$ cat src/rtl/ram_arb_pkg.sv
// ram_arb_pkg: shared constants and types for the RAM arbiter slice.
//   ADDR_W / DATA_W : geometry of the single-port 512x32 RAM
//   state_t         : arbiter FSM states
//   OWN_CPU/OWN_IO  : requester ids (port 0 = CPU datapath, port 1 = loader/IO)
package ram_arb_pkg;
    localparam int ADDR_W = 9;
    localparam int DATA_W = 32;

    typedef enum logic [1:0] {
        IDLE    = 2'd0,
        ISSUE   = 2'd1,
        CAPTURE = 2'd2,
        DONE    = 2'd3
    } state_t;

    localparam logic OWN_CPU = 1'b0;
    localparam logic OWN_IO  = 1'b1;
endpackage

$ cat src/rtl/ram_arb_pick.sv
// ram_arb_pick: combinational winner select for the RAM arbiter.
// Build option: RAM_ARB_ROUND_ROBIN_EN -- on a tie, grant the port that was
// not served last; otherwise port 0 always wins a tie.
// Ports:
//   r0_req, r1_req : live request lines
//   last_owner     : id of the most recently completed requester
//   gnt_valid      : at least one request is pending
//   gnt_id         : winning port id (OWN_CPU / OWN_IO)
module ram_arb_pick
    import ram_arb_pkg::*;
(
    input  logic r0_req,
    input  logic r1_req,
    input  logic last_owner,
    output logic gnt_valid,
    output logic gnt_id
);
    assign gnt_valid = r0_req | r1_req;

`ifdef RAM_ARB_ROUND_ROBIN_EN
    always_comb begin
        gnt_id = OWN_CPU;
        if (r0_req && r1_req) gnt_id = ~last_owner;
        else if (r1_req)      gnt_id = OWN_IO;
    end
`else
    // Fixed priority has no use for history.
    logic unused_last_owner;
    assign unused_last_owner = last_owner;

    always_comb begin
        gnt_id = OWN_CPU;
        if (!r0_req && r1_req) gnt_id = OWN_IO;
    end
`endif
endmodule

$ cat src/rtl/ram_arbiter.sv
// ram_arbiter: shares a single-port synchronous RAM (1-cycle read latency)
// between the CPU datapath (port 0) and the loader/IO side (port 1).
// Build option: RAM_ARB_ROUND_ROBIN_EN (tie-break policy, see ram_arb_pick).
// Ports:
//   clock, clear        : clock, synchronous active-high reset
//   rX_req/we/addr/wdata: request from port X, held until rX_done
//   rX_done, rX_rdata   : one-cycle completion pulse, held read data
//   ram_read/ram_write/ram_address/ram_data_in : registered RAM controls
//   ram_data_out        : RAM read data, valid the cycle after the access edge
//   busy                : high whenever the FSM is not idle
// One access takes IDLE -> ISSUE -> CAPTURE -> DONE (4 cycles).
module ram_arbiter #(
    parameter int ADDR_W = ram_arb_pkg::ADDR_W,
    parameter int DATA_W = ram_arb_pkg::DATA_W
) (
    input  logic              clock,
    input  logic              clear,
    input  logic              r0_req,
    input  logic              r0_we,
    input  logic [ADDR_W-1:0] r0_addr,
    input  logic [DATA_W-1:0] r0_wdata,
    output logic              r0_done,
    output logic [DATA_W-1:0] r0_rdata,
    input  logic              r1_req,
    input  logic              r1_we,
    input  logic [ADDR_W-1:0] r1_addr,
    input  logic [DATA_W-1:0] r1_wdata,
    output logic              r1_done,
    output logic [DATA_W-1:0] r1_rdata,
    output logic              ram_read,
    output logic              ram_write,
    output logic [ADDR_W-1:0] ram_address,
    output logic [DATA_W-1:0] ram_data_in,
    input  logic [DATA_W-1:0] ram_data_out,
    output logic              busy
);
    import ram_arb_pkg::*;

    state_t            state_q, state_d;
    logic              owner_q, owner_d;
    logic              last_owner_q, last_owner_d;
    logic              we_q, we_d;
    logic              ram_read_q, ram_read_d;
    logic              ram_write_q, ram_write_d;
    logic [ADDR_W-1:0] ram_address_q, ram_address_d;
    logic [DATA_W-1:0] ram_data_in_q, ram_data_in_d;
    logic              r0_done_q, r0_done_d;
    logic              r1_done_q, r1_done_d;
    logic [DATA_W-1:0] r0_rdata_q, r0_rdata_d;
    logic [DATA_W-1:0] r1_rdata_q, r1_rdata_d;
    logic              busy_q, busy_d;
    logic              gnt_valid, gnt_id;
    logic              sel_we;

    ram_arb_pick u_pick (
        .r0_req     (r0_req),
        .r1_req     (r1_req),
        .last_owner (last_owner_q),
        .gnt_valid  (gnt_valid),
        .gnt_id     (gnt_id)
    );

    always_comb begin
        state_d       = state_q;
        owner_d       = owner_q;
        last_owner_d  = last_owner_q;
        we_d          = we_q;
        ram_address_d = ram_address_q;
        ram_data_in_d = ram_data_in_q;
        r0_rdata_d    = r0_rdata_q;
        r1_rdata_d    = r1_rdata_q;
        ram_read_d    = 1'b0;
        ram_write_d   = 1'b0;
        r0_done_d     = 1'b0;
        r1_done_d     = 1'b0;
        sel_we        = (gnt_id == OWN_IO) ? r1_we : r0_we;

        case (state_q)
            IDLE: begin
                if (gnt_valid) begin
                    // Latch the whole request so later input churn is ignored.
                    owner_d       = gnt_id;
                    we_d          = sel_we;
                    ram_address_d = (gnt_id == OWN_IO) ? r1_addr  : r0_addr;
                    ram_data_in_d = (gnt_id == OWN_IO) ? r1_wdata : r0_wdata;
                    ram_read_d    = ~sel_we;
                    ram_write_d   = sel_we;
                    state_d       = ISSUE;
                end
            end
            ISSUE: state_d = CAPTURE;
            CAPTURE: begin
                // On a write the RAM returns stale contents; drop them.
                if (!we_q) begin
                    if (owner_q == OWN_IO) r1_rdata_d = ram_data_out;
                    else                   r0_rdata_d = ram_data_out;
                end
                r0_done_d = (owner_q == OWN_CPU);
                r1_done_d = (owner_q == OWN_IO);
                state_d   = DONE;
            end
            DONE: begin
                last_owner_d = owner_q;
                state_d      = IDLE;
            end
            default: state_d = IDLE;
        endcase

        busy_d = (state_d != IDLE);
    end

    always_ff @(posedge clock) begin
        if (clear) begin
            state_q       <= IDLE;
            owner_q       <= OWN_CPU;
            last_owner_q  <= OWN_IO;
            we_q          <= 1'b0;
            ram_read_q    <= 1'b0;
            ram_write_q   <= 1'b0;
            ram_address_q <= '0;
            ram_data_in_q <= '0;
            r0_done_q     <= 1'b0;
            r1_done_q     <= 1'b0;
            r0_rdata_q    <= '0;
            r1_rdata_q    <= '0;
            busy_q        <= 1'b0;
        end else begin
            state_q       <= state_d;
            owner_q       <= owner_d;
            last_owner_q  <= last_owner_d;
            we_q          <= we_d;
            ram_read_q    <= ram_read_d;
            ram_write_q   <= ram_write_d;
            ram_address_q <= ram_address_d;
            ram_data_in_q <= ram_data_in_d;
            r0_done_q     <= r0_done_d;
            r1_done_q     <= r1_done_d;
            r0_rdata_q    <= r0_rdata_d;
            r1_rdata_q    <= r1_rdata_d;
            busy_q        <= busy_d;
        end
    end

    assign ram_read    = ram_read_q;
    assign ram_write   = ram_write_q;
    assign ram_address = ram_address_q;
    assign ram_data_in = ram_data_in_q;
    assign r0_done     = r0_done_q;
    assign r1_done     = r1_done_q;
    assign r0_rdata    = r0_rdata_q;
    assign r1_rdata    = r1_rdata_q;
    assign busy        = busy_q;
endmodule

$ cat config.mk
export PLATFORM = sky130hd
export DESIGN_NAME = ram_arbiter
export DESIGN_NICKNAME = d
export VERILOG_FILES = /design/src/rtl/ram_arb_pkg.sv /design/src/rtl/ram_arb_pick.sv /design/src/rtl/ram_arbiter.sv
export SDC_FILE = /design/constraint.sdc
export NUM_CORES = 1
export LEC_CHECK = 0
export ABC_AREA = 1
export ABC_CLOCK_PERIOD_IN_PS = 1350
export CAP_MARGIN = 10
export CORE_MARGIN = 4
export CORE_UTILIZATION = 38
export DETAILED_ROUTE_END_ITERATION = 16
export PLACE_DENSITY = 0.8
export SETUP_SLACK_MARGIN = 0.5
export SLEW_MARGIN = 5
export SYNTH_ARGS = -nofsm -noshare
export SYNTH_HDL_FRONTEND = slang
export SYNTH_SLANG_ARGS = --single-unit
$ cat constraint.sdc
create_clock -name clock -period 1.35 [get_ports clock]
set_clock_uncertainty 0.05 [all_clocks]
set_input_delay 0.135 -clock clock [delete_from_list [all_inputs] [get_ports clock]]
set_output_delay 0.135 -clock clock [all_outputs]
set_load 0.02 [all_outputs]
# == After elaboration in Yosys (flattened, before gate mapping) ==
# Cells that the tools add are included.
# totals
reg_bits,114
inputBits,120
output_inout_bits,110
word_cells,37
# op_classes
eq_ne,3
muxes,6
bitwise_logic,7
n_reduce_logical,9
# op_table
operator,count
32-bit 2-to-1 mux,1
9-bit 2-to-1 mux,1
2-bit one-hot mux with 4 select lines,1
1-bit NOT,6
3-bit AND reduction,2
"2-bit equality test, second input constant",2
3-bit OR reduction,1
"2-bit by 1-bit equality test with 1-bit output, second input constant",1
2-bit logical NOT,1
1-bit 2-to-1 mux,2
2-bit 2-to-1 mux,1
2-bit AND reduction,1
2-bit nonzero test,1
2-bit OR reduction,1
1-bit logical AND,1
1-bit logical NOT,1
1-bit bitwise OR,1

# == Logic depth before layout (Yosys ltp) ==
# logic_depth
depth_word,5
depth_mapped,8
depth_no_buf,7

# == By module ==
# Synthesis repeated with hierarchy kept, for this count alone.
# unflattened
hier_cells,807
hier_area_um2,5188.7
# modules_own_cells
mod,instances,cells_per_inst,area_each_um2,seq_area_each_um2
ram_arbiter,1,803,5173.7,2302.2
ram_arb_pick,1,4,15.0,0.0

# == Worst setup path after synthesis ==
# Ideal clock, no wire load.
# synth_path
path_kind,reg2reg
start,register state_q[0]
end,"register ram_data_in_q[10], in the netlist ram_data_in[10]"
setup_time_ps,111
arrival_ps,1217
required_ps,1189
path_slack_ps,-29
stages_incl_launch_ff,9
n_path_buf,1
synth_period_minus_slack_ps,1379
cell_sequence,dfxtp_1 > inv_1 > ha_1 > inv_1 > nor2_8 > buf_6 > nand2_1 > nor2_1 > nor2_1
# synth_between
elab_chain_cells,2
# synth_lines
element,line_no,text
from (decl),ram_arbiter.sv:39,"state_t state_q, state_d;"
from (signal assigned),ram_arbiter.sv:128,state_q <= state_d;
2-bit logical NOT,ram_arbiter.sv:78,case (state_q)
2-bit AND reduction (no source line),-,
to (signal assigned),ram_arbiter.sv:135,ram_data_in_q <= ram_data_in_d;
to (decl),ram_arbiter.sv:46,"logic [DATA_W-1:0] ram_data_in_q, ram_data_in_d;"
# Every way passes these cells.
# A chain may end at the register's enable or synchronous reset.

# == Worst setup path in the final report ==
# layout_path
start,register state_q[1]
end,"register r1_rdata_q[12], in the netlist r1_rdata[12]"
# layout_between
elab_chain_cells,2
# layout_lines
element,line_no,text
2-bit equality test,ram_arbiter.sv:78,
3-bit AND reduction (no source line),-,
to (signal assigned),ram_arbiter.sv:139,r1_rdata_q <= r1_rdata_d;
to (decl),ram_arbiter.sv:50,"logic [DATA_W-1:0] r1_rdata_q, r1_rdata_d;"
# Every way passes these cells.

==> implementation parameters <==
Parameter                              Value

Power
  Static leakage    4.24 nW
  Internal Dissipation    0.0111 W
  Power density over the cells    1860 nW/um^2
  Switch share    36.9%
  Combinational cell fraction of total power    48.2%
  Clock network fraction of total power    23.9%
  VDD IR max    1.05 mV
  Relative contribution of sequential cells to total power    28.0%
  Total power after layout    0.0176 W
  Switching power    0.00648 W

GRT
  Gr busiest metal    met2
  Routing usage on met1    22.6%
  Antenna violations before repair    0
  First-pass GRT wire length    25200 um
  Global routing met3 resource utilization    8.04%
  Pin count of the biggest net entering global routing    42
  Gr usage total    21.1%
  Via count of the first global-routing pass    5176
  Overall overflow remaining after global route    0
  Met2 Track Usage GR    37.6%

Clocking
  Clock slew at reported path FFs    0.05 ns
  Clock tree from TritonCTS    yes
  Total clock buffers created by CTS    17
  Clock latency on the worst-skew pair    0.40 ns
  Worst-case clock buffer depth    2
  CTS Hold Bufs    0
  CTS root buf    sky130_fd_sc_hd__clkbuf_16
  Number of H-tree levels    4
  Number of sinks on the clock net    114

Die
  Horizontal die dimension    124 um
  Die area    15300 sq um
  Top-level I/O count    230
  Core ar.    13200 sq um
  Total number of placement rows    42
  Chip height    124 um
  Starting density of the core    38.6%

Timing
  Smallest hold slack    0.291 ns
  Final critical path time including I/O delays and setup    1.45 ns
  Endpoints failing hold    0
  Maximum clock frequency    689 MHz
  Normalized max-slew margin    76.3%
  Pin slew with the least headroom to its limit    0.355 ns
  Count of pins over their slew limit    0
  Post-route fraction of the period consumed by the critical path    107%
  PnR worst setup slack    -0.101 ns
  Final setup vio count    9
  Unrepaired setup endpoints after global routing    yes

Cells and area
  Area added between synthesis and finish    85.4%
  Multi-input combinational cell area    2530 sq um
  Final Non-Filler Cells    1226
  Share of layout cells above drive strength 1    39.0%
  Antenna diode instance count    0
  Fin util    71.6%
  Filler cell count in the final layout    1013
  Sequential cell area in the final layout    2420 sq um
  Layout Nets    1161
  Final instance area    9450 sq um

Setup path
  Required time reported for the critical path endpoint    1.59 ns
  Reg-to-reg startpoint    state_q[1]$_SDFF_PP0_
  Critical path cell sequence    buf_4 -> ha_2 -> nand3_4 -> buf_12 -> o21ai_0 -> nor2_1
  Capturing element type of the critical path    flop
  Reg-to-reg setup timing slack    -0.10 ns
  Maximum cell stage delay along the critical path    0.36 ns
  Critical path launch point type    flop
  Count of cells along the worst register-to-register path    6
  CP Class    reg -> reg
  RR Endpoint    r1_rdata[12]$_SDFFE_PP0P_
  Arrival time of data at the critical path endpoint    1.69 ns
  Category of cells accounting for the largest share of critical-path delay    flip-flops
  Slowest stage cell on the critical path    sky130_fd_sc_hd__dfxtp_4
  Max FO, Critical Path    24
  Total stage count of the critical path    6
  Buffering stage count on the worst path with inverters included    2

Flow run
  Max-cap check violation count    0

Placed design
  Cell Count Post-Placement    1154
  Instance area after placement    7840 sq um
  Final Wtd Congestion    0.855
  Count of input and output buffers    229
  Half-perimeter wire length of the detailed placement result    11300 um

Min path
  Hold endpoint    r0_rdata[28]$_SDFFE_PP0P_
  Beginning of the worst hold path    ram_data_out[28]
  Class of the tightest hold or removal check    in -> reg
  Hold-critical path depth    3

Routing
  Routed wirelength normalized by instance count    15.0 um
  Detailed-router iteration count before antenna repair    7
  Remaining antenna violation count    0
  Total detailed-routing wirelength    18400 um
  # DRC    0
  Routed vias    5879
  Number of vias per cell    4.80
  First DRT Iteration DRCs    463

Outcome
  Run status    complete, but fails checks
  Violated checks    negative setup slack

Yosys
  Number of nets in the synthesized netlist    890
  Cell variety after synth    22
  Gate Count Post-Synth    767
  Post-synthesis cell area    5090 sq um
  Avg Inst Size Synth    6.64 sq um
  Share of synthesized area occupied by flip-flops and latches    44.8%
  Post-synthesis sequential element count    114
  Warning count from the yosys run    0
layout make-up:
cell class / instances / share of cell area (%)
timing repair buffer: 301 / 35.3
multi-input combinational: 510 / 26.8
sequential: 114 / 25.7
clock buffer: 22 / 5.02
inverter: 94 / 3.95
tap: 176 / 2.33
clock inverter: 9 / 0.874
power by group through the flow:
stage / Clock [W] / Combinational (W) / Sequential (W)
6_report: 0.00420 / 0.00847 / 0.00492
3_3_place_gp: 0 / 0.00645 / 0.00459
2_1_floorplan: 0 / 0.00298 / 0.00552
3_5_place_dp: 0 / 0.00652 / 0.00463
4_1_cts: 0.00425 / 0.00686 / 0.00486
5_1_grt: 0.00443 / 0.00913 / 0.00501
synthesized netlist by cell type (all sizes together):
library cell | instances | area share (%)
nor2 | 192 | 15
nand2 | 165 | 12
clkbuf | 21 | 1.5
ha | 3 | 0.74
o211ai | 1 | 0.15
inv | 94 | 6.9
buf | 31 | 3.6
a21oi | 33 | 3.2
nor3 | 2 | 0.20
o21ai | 34 | 3.6
dfxtp | 114 | 45
nand3 | 45 | 4.4
nand4 | 32 | 3.9
sequential cells by signal, summed over array words and instances (netlist names):
signal / flops
ram_address: 9
owner_q: 1
ram_read: 1
ram_data_in: 32
ram_write: 1
busy: 1
r0_rdata: 32
r1_done: 1
state_q: 2
we_q: 1
r1_rdata: 32
r0_done: 1
layer usage:
metal	vias to the layer above	share of wire, %	wire [um]
met5	-	0	0
met4	0	2.6	471
met3	46	10	1920
met2	273	51	9370
met1	2639	36	6680
li1	2921	-	-
per-stage QoR:
stage / worst slack [ns] / setup TNS (ns)
after detailed placement: -0.292 / -13.03
after global routing: -0.171 / -3.21
final: -0.101 / -0.241
after CTS: 0.00630 / 0
after global placement: -0.243 / -11.23
after floorplan: 0.176 / 0
timing repair:
item                       4_1_cts  5_1_grt
pin swaps                        1       48
gates cloned                     1       10
setup buffers                   11       19
gates resized for setup        766      123
setup endpoints to repair      224      224
logic make-up after synthesis:
group	after synthesis	share of synthesized area (%)
DFF	114	44.8
AOI/OAI and AO/OA	68	6.95
adders and majority gates	3	0.737
and+or+nand+nor	436	35.4
buffers and inverters	146	12.1
placed cells by master, fill, tap and decap left out, types with 3 or more instances in the layout:
cell,count
sky130_fd_sc_hd__nor2_1,185
sky130_fd_sc_hd__a21oi_1,17
sky130_fd_sc_hd__buf_12,16
sky130_fd_sc_hd__o21ai_2,3
sky130_fd_sc_hd__nand2_4,9
sky130_fd_sc_hd__clkbuf_8,3
sky130_fd_sc_hd__nand3_1,42
sky130_fd_sc_hd__inv_4,6
sky130_fd_sc_hd__clkinv_2,4
sky130_fd_sc_hd__buf_4,40
sky130_fd_sc_hd__clkdlybuf4s50_1,119
sky130_fd_sc_hd__a21oi_2,16
sky130_fd_sc_hd__nand3_4,5
sky130_fd_sc_hd__o21ai_1,20
sky130_fd_sc_hd__inv_1,84
sky130_fd_sc_hd__dfxtp_2,111
sky130_fd_sc_hd__nand2_1,126
sky130_fd_sc_hd__inv_2,3
sky130_fd_sc_hd__buf_6,116
sky130_fd_sc_hd__buf_8,3
sky130_fd_sc_hd__o21ai_0,10
sky130_fd_sc_hd__nor2_2,5
sky130_fd_sc_hd__nand4_1,32
sky130_fd_sc_hd__clkbuf_16,24
sky130_fd_sc_hd__nand2_2,30
worst max path at each step:
stage	to	slack (ns)	startpoint
floorplan	r0_rdata[10]$_SDFFE_PP0P_	0.18	state_q[0]$_SDFF_PP0_
global placement	ram_data_in[6]$_SDFFE_PP0P_	-0.24	r0_req
detailed placement	ram_data_in[8]$_SDFFE_PP0P_	-0.29	r0_req
CTS	ram_address[8]$_SDFFE_PP0P_	0.006	state_q[1]$_SDFF_PP0_
global route	r1_rdata[12]$_SDFFE_PP0P_	-0.17	state_q[1]$_SDFF_PP0_
finish	r1_rdata[12]$_SDFFE_PP0P_	-0.10	state_q[1]$_SDFF_PP0_
worst reg2reg max path, stage by stage, from the launching register on:
cell and delay [ns]:
sky130_fd_sc_hd__dfxtp_4 0.36, sky130_fd_sc_hd__buf_4 0.10, sky130_fd_sc_hd__ha_2 0.20, sky130_fd_sc_hd__nand3_4 0.13, sky130_fd_sc_hd__buf_12 0.20, sky130_fd_sc_hd__o21ai_0 0.24
sky130_fd_sc_hd__nor2_1 0.06
Note: power is estimated with default switching activity, not from simulation.
